### src/rtl/cpu_pkg.sv
// Shared definitions for the 4-bit accumulator CPU program sequencer.
// Latency: n/a (constants and types only).
// Backpressure: n/a.
// Contents: opcode values, sequencer state encoding, 12-bit instruction word field positions.
package cpu_pkg;

  // Opcodes carried in instruction bits [11:8]
  localparam logic [3:0] OPC_ADD   = 4'h0;
  localparam logic [3:0] OPC_SUB   = 4'h1;
  localparam logic [3:0] OPC_STORE = 4'h2;
  localparam logic [3:0] OPC_LOAD  = 4'h3;
  localparam logic [3:0] OPC_AND   = 4'h5;
  localparam logic [3:0] OPC_OR    = 4'h6;
  localparam logic [3:0] OPC_XOR   = 4'h7;
  localparam logic [3:0] OPC_NOT   = 4'h8;
  localparam logic [3:0] OPC_SHL   = 4'h9;
  localparam logic [3:0] OPC_SHR   = 4'hA;
  localparam logic [3:0] OPC_JZ    = 4'hB;
  localparam logic [3:0] OPC_JMP   = 4'hC;
  localparam logic [3:0] OPC_HALT  = 4'hF;

  // Sequencer state encoding
  localparam logic [1:0] ST_IDLE    = 2'd0;
  localparam logic [1:0] ST_FETCH   = 2'd1;
  localparam logic [1:0] ST_ISSUE   = 2'd2;
  localparam logic [1:0] ST_ADVANCE = 2'd3;

  typedef enum logic [1:0] {
    S_IDLE    = ST_IDLE,
    S_FETCH   = ST_FETCH,
    S_ISSUE   = ST_ISSUE,
    S_ADVANCE = ST_ADVANCE
  } seq_state_t;

  // Instruction word layout: {opcode[11:8], addr[7:4], data[3:0]}
  localparam int INSTR_W  = 12;
  localparam int OPC_LSB  = 8;
  localparam int ADDR_LSB = 4;
  localparam int DATA_LSB = 0;

  // Word every slot holds after reset: HALT with zero operands
  localparam logic [INSTR_W-1:0] HALT_WORD = 12'hF00;

endpackage

### src/rtl/cpu_prog_store.sv
// Instruction store: DEPTH x W register file, synchronous write, asynchronous read.
// Latency: write visible on read port the cycle after the write edge; read is combinational.
// Backpressure: none; writer is gated by the sequencer.
// Ports: clk, rst (sync, active-high, reloads every slot with INIT_WORD),
//        wr_en/wr_addr/wr_data write port, rd_addr/rd_data read port.
module cpu_prog_store
  import cpu_pkg::*;
#(
  parameter int               DEPTH     = 16,
  parameter int               AW        = 4,
  parameter int               W         = INSTR_W,
  parameter logic [W-1:0]     INIT_WORD = HALT_WORD
) (
  input  logic          clk,
  input  logic          rst,
  input  logic          wr_en,
  input  logic [AW-1:0] wr_addr,
  input  logic [W-1:0]  wr_data,
  input  logic [AW-1:0] rd_addr,
  output logic [W-1:0]  rd_data
);

  logic [W-1:0] mem [DEPTH];

  always_ff @(posedge clk) begin
    if (rst) begin
      for (int i = 0; i < DEPTH; i++) begin
        mem[i] <= INIT_WORD;
      end
    end else if (wr_en) begin
      mem[wr_addr] <= wr_data;
    end
  end

  assign rd_data = mem[rd_addr];

endmodule

### src/rtl/cpu_program_sequencer.sv
// Program sequencer: steps a PC through a loaded instruction store and issues words to the datapath.
// Latency: start -> cpu_valid after 2 edges; each issued instruction takes >= 3 cycles (FETCH/ISSUE/ADVANCE).
// Backpressure: fields held stable in ISSUE until cpu_valid && cpu_ready; abort drops back to IDLE at once.
// Ports: clk, rst (sync, active-high); load_en/load_addr/load_instr (IDLE only); start, abort, acc_zero;
//        cpu_valid/cpu_ready handshake with cpu_opcode/cpu_addr/cpu_data/cpu_we; busy, done, pc status.
// Build option: define CPUSEQ_BRANCH_EN to resolve JMP (4'hC) and JZ (4'hB) internally instead of issuing them.
module cpu_program_sequencer
  import cpu_pkg::*;
#(
  parameter int PROG_DEPTH = 16,
  parameter int PC_W       = 4,
  parameter int OPC_W      = 4,
  parameter int DATA_W     = 4
) (
  input  logic                      clk,
  input  logic                      rst,
  input  logic                      load_en,
  input  logic [PC_W-1:0]           load_addr,
  input  logic [OPC_W+2*DATA_W-1:0] load_instr,
  input  logic                      start,
  input  logic                      abort,
  input  logic                      acc_zero,
  input  logic                      cpu_ready,
  output logic                      cpu_valid,
  output logic [OPC_W-1:0]          cpu_opcode,
  output logic [DATA_W-1:0]         cpu_addr,
  output logic [DATA_W-1:0]         cpu_data,
  output logic                      cpu_we,
  output logic                      busy,
  output logic                      done,
  output logic [PC_W-1:0]           pc
);

  localparam int IW = OPC_W + 2 * DATA_W;

  seq_state_t          state;
  logic [IW-1:0]       rd_instr;
  logic [OPC_W-1:0]    f_opc;
  logic [DATA_W-1:0]   f_addr;
  logic [DATA_W-1:0]   f_data;
  logic                store_we;

  // Slots only change while idle, so a run always sees a frozen program
  assign store_we = load_en && (state == S_IDLE);

  cpu_prog_store #(
    .DEPTH     (PROG_DEPTH),
    .AW        (PC_W),
    .W         (IW),
    .INIT_WORD (IW'(HALT_WORD))
  ) u_store (
    .clk     (clk),
    .rst     (rst),
    .wr_en   (store_we),
    .wr_addr (load_addr),
    .wr_data (load_instr),
    .rd_addr (pc),
    .rd_data (rd_instr)
  );

  assign f_opc  = rd_instr[OPC_LSB  +: OPC_W];
  assign f_addr = rd_instr[ADDR_LSB +: DATA_W];
  assign f_data = rd_instr[DATA_LSB +: DATA_W];

`ifndef CPUSEQ_BRANCH_EN
  // Branches are plain issued opcodes in this build; the flag is not consulted
  logic unused_acc_zero;
  assign unused_acc_zero = acc_zero;
`endif

  always_ff @(posedge clk) begin
    if (rst) begin
      state      <= S_IDLE;
      pc         <= '0;
      cpu_valid  <= 1'b0;
      cpu_opcode <= '0;
      cpu_addr   <= '0;
      cpu_data   <= '0;
      cpu_we     <= 1'b0;
      busy       <= 1'b0;
      done       <= 1'b0;
    end else begin
      done <= 1'b0;
      if (abort) begin
        // Abort outranks everything, including a start in IDLE; pc is kept for inspection
        state     <= S_IDLE;
        cpu_valid <= 1'b0;
        busy      <= 1'b0;
      end else begin
        case (state)
          S_IDLE: begin
            // A load in the same cycle as start takes priority and the start is dropped
            if (start && !load_en) begin
              state <= S_FETCH;
              pc    <= '0;
              busy  <= 1'b1;
            end
          end
          S_FETCH: begin
            if (f_opc == OPC_HALT) begin
              done  <= 1'b1;
              state <= S_IDLE;
              busy  <= 1'b0;
            end
`ifdef CPUSEQ_BRANCH_EN
            else if (f_opc == OPC_JMP) begin
              pc <= PC_W'(f_addr);
            end else if (f_opc == OPC_JZ) begin
              pc <= acc_zero ? PC_W'(f_addr) : pc + PC_W'(1);
            end
`endif
            else begin
              cpu_opcode <= f_opc;
              cpu_addr   <= f_addr;
              cpu_data   <= f_data;
              cpu_we     <= (f_opc == OPC_STORE);
              cpu_valid  <= 1'b1;
              state      <= S_ISSUE;
            end
          end
          S_ISSUE: begin
            if (cpu_ready) begin
              cpu_valid <= 1'b0;
              state     <= S_ADVANCE;
            end
          end
          S_ADVANCE: begin
            // Natural wrap at PROG_DEPTH keeps a HALT-free program looping
            pc    <= pc + PC_W'(1);
            state <= S_FETCH;
          end
          default: begin
            state <= S_IDLE;
            busy  <= 1'b0;
          end
        endcase
      end
    end
  end

endmodule

### config.mk
export PLATFORM = sky130hd
export DESIGN_NAME = cpu_program_sequencer
export DESIGN_NICKNAME = d
export VERILOG_FILES = /design/src/rtl/cpu_pkg.sv /design/src/rtl/cpu_prog_store.sv /design/src/rtl/cpu_program_sequencer.sv
export SDC_FILE = /design/constraint.sdc
export NUM_CORES = 1
export LEC_CHECK = 0
export CAP_MARGIN = 5
export CORE_MARGIN = 2
export CORE_UTILIZATION = 62
export DETAILED_ROUTE_END_ITERATION = 16
export GPL_TIMING_DRIVEN = 0
export PLACE_DENSITY = 0.8
export SKIP_CTS_REPAIR_TIMING = 1
export SLEW_MARGIN = 20
export SYNTH_ARGS = -nofsm -noshare
export SYNTH_HDL_FRONTEND = slang
export SYNTH_SLANG_ARGS = --single-unit
### constraint.sdc
create_clock -name clk -period 4.65 [get_ports clk]
set_clock_uncertainty 0.1 [all_clocks]
set_input_delay 0.93 -clock clk [delete_from_list [all_inputs] [get_ports clk]]
set_output_delay 0.93 -clock clk [all_outputs]
set_load 0.1 [all_outputs]
After elaboration in Yosys (flattened, before gate mapping)
Memory sizes are Yosys's and may differ from the RTL's. A register that Yosys moved wholly into a read port is not among the register bits.
Cells that the tools add are included.
{ "totals": {"ff_bits": 22, "out_inout_bits": 20, "ram_bits": 192, "input_bits": 23, "mem_count": 1, "wordCells": 61} }
{ "op_classes": {"muxes": 23, "n_reduce_logical": 15, "eq_ne": 9, "add_sub_neg": 1, "bitwise": 3} }
{ "memory_table": {"columns": ["memory", "words", "word_bits", "rd", "rd_ports_with_merged_regs", "wr", "line_no", "rtl"], "rows": [
  ["u_store.mem", 16, 12, 1, 1, 16, "cpu_prog_store.sv:23", "logic [W-1:0] mem [DEPTH];"]
]} }
{ "ops": {"columns": ["operator", "count"], "rows": [
  ["4-bit 2-to-1 mux", 4],
  ["12-bit 2-to-1 mux", 1],
  ["3-bit AND reduction", 4],
  ["12-bit OR reduction", 1],
  ["1-bit 2-to-1 mux", 11],
  ["2-bit one-hot mux with 4 select lines", 1],
  ["4-bit one-hot mux with 2 select lines", 1],
  ["2-bit 2-to-1 mux", 3],
  ["2-bit inequality test (second input constant)", 3],
  ["2-bit nonzero test", 3],
  ["4-bit by 1-bit adder with 4-bit output (second input constant)", 1],
  ["2-bit equality test (second input constant)", 2],
  ["4-bit by 2-bit equality test with 1-bit output (second input constant)", 1],
  ["4-bit equality test (second input constant)", 1],
  ["1-bit one-hot mux with 2 select lines", 2],
  ["1-bit NOT", 3],
  ["3-bit OR reduction", 1],
  ["2-bit by 1-bit equality test with 1-bit output (second input constant)", 1],
  ["1-bit logical AND", 2],
  ["2-bit zero test", 1],
  ["2-bit by 1-bit inequality test with 1-bit output (second input constant)", 1],
  ["2-bit AND reduction", 1],
  ["2-bit OR reduction", 1],
  ["1-bit zero test", 1]
]} }

Depth between registers and ports, before layout
{ "logic_depth": {"word_depth": 7, "mapped_depth": 8, "ltp_nobuf": 8} }

Cells and area by module
Synthesis repeated with hierarchy kept, for this count alone.
{ "hier_totals": {"hier_cells": 658, "hier_area_um2": 9720.6} }
{ "by_module_without_submodules": {"columns": ["module", "seq_area_each_um2", "area_each_um2", "instances", "cells_each"], "rows": [
  ["cpu_prog_store", 5765.5, 8732.1, 1, 554],
  ["cpu_program_sequencer", 440.4, 988.4, 1, 104]
]} }

Least setup slack after synthesis
Ideal clock, no wire load.
{ "synth_timing": {"path_type": "input -> register", "start": "in rst", "end": "mem u_store.mem[8][0] (netlist bit), enable pin", "setup_ps": 321, "t_required_ps": 4229, "stages": 6, "arrival_time_ps": 2200, "n_path_buf": 2, "setup_slack_ps": 2029, "cell_sequence": "clkbuf_1 > nor2_1 > nand3b_1 > nor3_1 > clkbuf_1 > or2_2"} }
{ "synth_rtl": {"columns": ["element", "line_no", "rtl"], "rows": [
  ["from (decl)", "cpu_program_sequencer.sv:16", "input logic rst,"],
  ["to (decl)", "cpu_prog_store.sv:23", null]
]} }

==> run_results.csv <==
group,metric,value,unit
outcome,status,"completed",
clock_tree,clockRootBuffer,"clkbuf_16",
layout,area_growth,14.3,%
clock_tree,cts_tree,"yes",
critical_path,crit_fanout,12,
sta,slew_viol_final,0,
clock_tree,cts_buffer_depth,3,
placement,io_buffer_count,41,
clock_tree,cts_sinks,218,
worst_hold_path,whs_path_depth,2,
floorplan,die_area,16800,µm²
routing,drc,0,
placement,placed_area,10500,µm²
global_routing,track_usage,26.6,%
global_routing,grt_pass1_wl,33100,µm
sta,period_share,74.8,%
synthesis,yosysWarnings,0,
routing,via_count,5769,
synthesis,synthFlopType,"edfxtp_1",
global_routing,gr-total-overflow,0,
sta,finalSetupViolCount,0,
sta,rsz0062_at_grt,"no",
power,peakVddDrop,0.337,mV
critical_path,arrival,3.53,ns
clock_tree,cts_buffers,23,
routing,antenna_left,0,
synthesis,syn_nets,674,
routing,wl,21500,µm
placement,hpwl,14700,µm
critical_path,path_class,"in2reg",
synthesis,ys_ff_latch,218,
synthesis,synth_cell_types,38,
critical_path,r2r-end,"u_store.mem[4][8]",
layout,final_nets,740,
global_routing,grt_pass1_vias,5910,
synthesis,ys_seq_area_share,64.1,%
clock_tree,clk_pin_slew,0.06,ns
critical_path,worstSetupStartpointType,"input port",
floorplan,die_w,130,µm
placement,gp_congestion,0.830,
floorplan,core_area,15300,µm²
routing,drt-initial-drc-count,567,
sta,tightest_slew,0.970,ns
critical_path,reg2reg_from,"state[1]",
clock_tree,clk_latency,0.50,ns
sta,hold_viol,0,
routing,firstDrtPassIters,5,
clock_tree,htreeDepth,1,
critical_path,required,4.70,ns
synthesis,synth_edf_count,192,
layout,final_cell_area,11200,µm²
critical_path,r2r_slack,1.38,ns
global_routing,grt_max_degree,15,
synthesis,synth_area,9800,µm²
layout,final_core_util,73.2,%
sta,tns,0,ns
critical_path,worstRegToRegCells,8,
floorplan,core.rowCount,45,
floorplan,num_io_pins,43,
power,p_per_area,372,nW/µm²
sta,slew_headroom,35.2,%
synthesis,syn_avg_cell_area,15.2,µm²
sta,max_freq,287,MHz
power,total_power,4.17,mW
layout,nFillCells,975,
routing,wl_per_cell,22.9,µm
floorplan,initial_core_util,64.0,%
worst_hold_path,min_path_type,"reg2reg",
job,cap_violations,0,
power,p_leak,3.55,nW
global_routing,antenna_found_initial,1,
layout,antennaDiodeCount,0,
critical_path,end_kind,"flop",
worst_hold_path,min_from,"cpu_we",
synthesis,synth_cells,646,
synthesis,postSynth.asyncResetShare,0,%
layout,drive_gt1_share,15.1,%
floorplan,fp.dieH,130,µm
routing,viasPerCell,6.14,
sta,finalCriticalPeriod,3.48,ns
worst_hold_path,worstHoldEndpoint,"cpu_we",
[metal layers]
layer	global-route usage (%)	share of wire [%]	up-vias
met5	0	0.079	-
met4	7.46	1.8	2
met3	5.33	7.8	40
met2	44.2	50	240
met1	36.6	41	2934
li1	-	-	2553
[Yosys cell counts (all sizes together), types with 3 or more instances]
| cell type | n | area [µm²] |
|---|---|---|
| nand2 | 11 | 41.3 |
| dfxtp | 26 | 521 |
| inv | 3 | 11.3 |
| or2 | 16 | 100 |
| clkbuf | 37 | 139 |
| nor3 | 6 | 30.0 |
| and2 | 128 | 801 |
| nor2 | 35 | 131 |
| mux2i | 14 | 140 |
| nor2b | 4 | 25.0 |
| buf | 6 | 46.3 |
| a22oi | 4 | 35.0 |
| or3 | 48 | 300 |
| edfxtp | 192 | 5770 |
| mux4 | 56 | 1270 |
| o21ai | 3 | 15.0 |
| nand2b | 22 | 138 |
| ha | 5 | 62.6 |
| nand3 | 10 | 65.1 |
| a21oi | 3 | 15.0 |
[power breakdown]
group	switching [mW]	total (mW)	internal [mW]	leakage, nW
Combinational	0.124	0.184	0.0605	1.19
Clock	0.723	1.80	1.07	0.352
Sequential	0.0144	2.19	2.17	2.01
Total	0.861	4.17	3.31	3.55
[state kept, by name, summed over array words and instances (netlist names), 2 cells and up, named ones only]
| register | count |
|---|---|
| u_store.mem | 192 |
| cpu_opcode | 4 |
| cpu_addr | 4 |
| cpu_data | 4 |
| state | 2 |
| pc | 4 |
[worst max-delay path by stage]
stage	startpoint	endpoint	slack [ns]	depth (start not counted)
detailed placement	rst	u_store.mem[12][0]	0.62	7
CTS	rst	u_store.mem[12][9]	1.12	7
finish	load_en	u_store.mem[4][8]	1.17	7
global placement	rst	u_store.mem[12][0]	0.70	7
global route	rst	u_store.mem[12][9]	0.94	7
floorplan	rst	u_store.mem[8][0]	2.03	6
[worst max-delay path: stages]
cell and delay, ns:
clkdlybuf4s50_1 0.51, nand2_1 0.14, nor3_1 0.23, nand2_1 0.25
nor3_1 0.54, clkbuf_1 0.46, or2_2 0.45
[cell usage in the layout, fill, tap and decap left out, types with 6 or more instances in the layout]
cell type and instances:
edfxtp_1 192, and2_1 128, mux4_2 54, or3_1 48, clkbuf_1 43, clkdlybuf4s50_1 41
nor2_1 35, dfxtp_1 26, clkbuf_16 23, nand2b_1 22, or2_2 16, mux2i_1 14
nand2_1 11, nand3_1 7, clkinv_1 7, nor3_1 6
[final cells by class]
class / count / area, µm² / area share [%]
Sequential cell: 218 / 6290 / 56.1
Inverter: 3 / 11.3 / 0.100
Multi-Input combinational cell: 382 / 3320 / 29.6
Tap cell: 211 / 264 / 2.36
Clock buffer: 29 / 598 / 5.34
Timing Repair Buffer: 41 / 410 / 3.66
Clock inverter: 12 / 130 / 1.16
Buffer: 43 / 185 / 1.65
[cells by family after synthesis]
kind of cell | Yosys count | synth area share (%)
AND/OR/NAND/NOR | 285 | 17.0
XOR/XNOR | 2 | 0.179
AO/OA/AOI/OAI | 20 | 1.68
flip-flops | 218 | 64.1
adder cells (fa/ha/maj) | 5 | 0.638
buffers and inverters | 46 | 2.00
multiplexers | 70 | 14.4
[per-stage QoR]
| step | setup WS [ns] | hold WS (ns) | cells |
|---|---|---|---|
| 4_1_cts | 1.12 | 0.397 | 939 |
| 6_report | 1.17 | 0.395 | 939 |
| 2_1_floorplan | 2.03 | 0.408 | 646 |
| 3_3_place_gp | 0.702 | 0.371 | 898 |
| 3_5_place_dp | 0.618 | 0.384 | 898 |
| 5_1_grt | 0.936 | 0.420 | 939 |
No activity file was read; power rests on OpenSTA's default activity.
==> RTL change, RTL diff (config.mk and constraints unchanged) <==
Set the parameter `PROG_DEPTH` to 32 (it was 16).
--- a/src/rtl/cpu_program_sequencer.sv
+++ b/src/rtl/cpu_program_sequencer.sv
@@ -7,7 +7,7 @@
 module cpu_program_sequencer
   import cpu_pkg::*;
 #(
-  parameter int PROG_DEPTH = 16,
+  parameter int PROG_DEPTH = 32,
   parameter int PC_W       = 4,
   parameter int OPC_W      = 4,
   parameter int DATA_W     = 4
Behaviour: same outputs for any inputs over 4 cycles, from zero or initial values and one cycle with rst high; that may be too few to reach the edited logic, so the function may still have changed.
==> RTL change against the original RTL <==
Utilization decreased by 0.15 points; total power decreased by 1.2%; die area about the same; sequential share of layout area increased by 0.11 points; routed wire length increased by 2.9%; sequential cell count unchanged; synthesized area about the same; worst setup slack improved by 0.034 ns; design area decreased by 0.20%; hold slack improved by 0.0023 ns; largest power group unchanged; sequential power about the same; via count increased by 1.1%.
==> RTL change: results (changes against the original RTL) <==
[critical_path]
cp_data_arrival_time_ns = 3.52  ; about the same
crit_fanout = 12  ; unchanged
slowest_delay_ns = 0.57  ; +0.03 ns

[route]
vias_per_cell = 6.213  ; +1.1%
drt-total-wl_microns = 22140  ; +2.9%
wl_per_cell_microns = 23.57  ; +2.9%
drtIter0Drc = 643  ; +13%

[global_routing]
grt_pass1_wl_microns = 34090  ; +3.1%
grt_usage_pct = 27.40  ; +0.78 points
grt_pass1_vias = 5994  ; +1.4%

[synth]
syn_area_per_cell_sq_um = 15.14  ; -0.25%
synth_area_leaders = edfxtp_1 59%, mux4_2 12%, and2_1 8.2%
syn_nets = 676  ; +0.30%
synthTopCellsByCount = 192 x edfxtp_1, 128 x and2_1, 54 x mux4_2
seq_area_frac_synth_pct = 64.08  ; about the same

[place]
port_buffers = 40  ; -2.4%
gp_congestion = 0.8820  ; +6.2%
placed_cell_area_sq_mm = 0.01047  ; about the same
placed_cells = 899  ; +0.11%
hpwl_microns = 15490  ; +5.2%

[power_and_ir_drop]
p_leak_nw = 3.554  ; +0.14%
power_frac_seq_pct = 53.1  ; +0.6 points
ir_worst_vdd_mv = 0.3297  ; -2.2%
intPower_w = 0.003261  ; -1.4%
powerClk_w = 0.00175  ; -3%

[cts]
cts_made_buffers = 22  ; -4.3%
cts-root-buf = clkbuf_16

[timing]
slew-limit-headroom_pct = 35.23  ; +0.072 points

[worst_hold_path]
hold_class = flip-flop to flip-flop

[final_layout]
drive_gt1_share_pct = 15.66  ; +0.55 points

[outcome]
status = finished clean

## RTL change: cell count changes after synthesis
cell and delta:
nand2b_1 -1, inv_1 +1, clkbuf_1 +1, nor3_1 -1, nor2_1 +1, or3_1 +1
## RTL change: kinds of logic (layout without fill, tap and decap cells)
| group | after synthesis | after routing | share of synthesized area [%] |
|---|---|---|---|
| and+or+nand+nor | 285 | 285 | 16.98 |
| DFF | 218 | 218 | 64.08 |
| muxes | 70 | 70 | 14.36 |
| buffers and inverters | 48 | 128 | 2.079 |
| AOI/OAI and AO/OA | 20 | 20 | 1.684 |
| adders and majority gates | 5 | 5 | 0.6378 |
| xor gates and xnor gates | 2 | 2 | 0.1786 |
## RTL change: path summary, 6_finish.rpt
path,startpoint,to,slack (ns),depth (start not counted)
worst max register to register,state[0],u_store.mem[3][1],1.39,8
worst min register to register,cpu_addr[1],cpu_addr[1],0.40,2
worst max-delay path,load_en,u_store.mem[3][1],1.20,7
worst min-delay path,cpu_addr[1],cpu_addr[1],0.40,2
## RTL change: routing by layer
layer  GRT usage, %  part of all wire [%]  wire (microns)  up-vias
li1               -                     -               -     2556
met1          37.03                    38            8510     2941
met2          45.55                    50           11140      291
met3          6.068                   9.1            2025       44
met4          8.033                   2.0             441        2
met5              0                 0.059              13        -
## RTL change: layout make-up
cell class | instances | area [sq um]
flip-flops and latches | 218 | 6286
well taps | 211 | 264.0
clock buffers | 28 | 604.3
plain buffers | 44 | 188.9
repair buffers | 40 | 400.4
clock inverters | 12 | 105.1
fillers | 1002 | 4131
inverters | 4 | 15.01
multi-input cells | 382 | 3319
## RTL change: per-stage QoR
stage                     power (W)  setup WS, ns
final                      0.004121         1.203
after global placement     0.002398        0.7990
after floorplan            0.002326         1.699
after global routing       0.004223         1.066
after CTS                  0.004133         1.298
after detailed placement   0.002411        0.7683
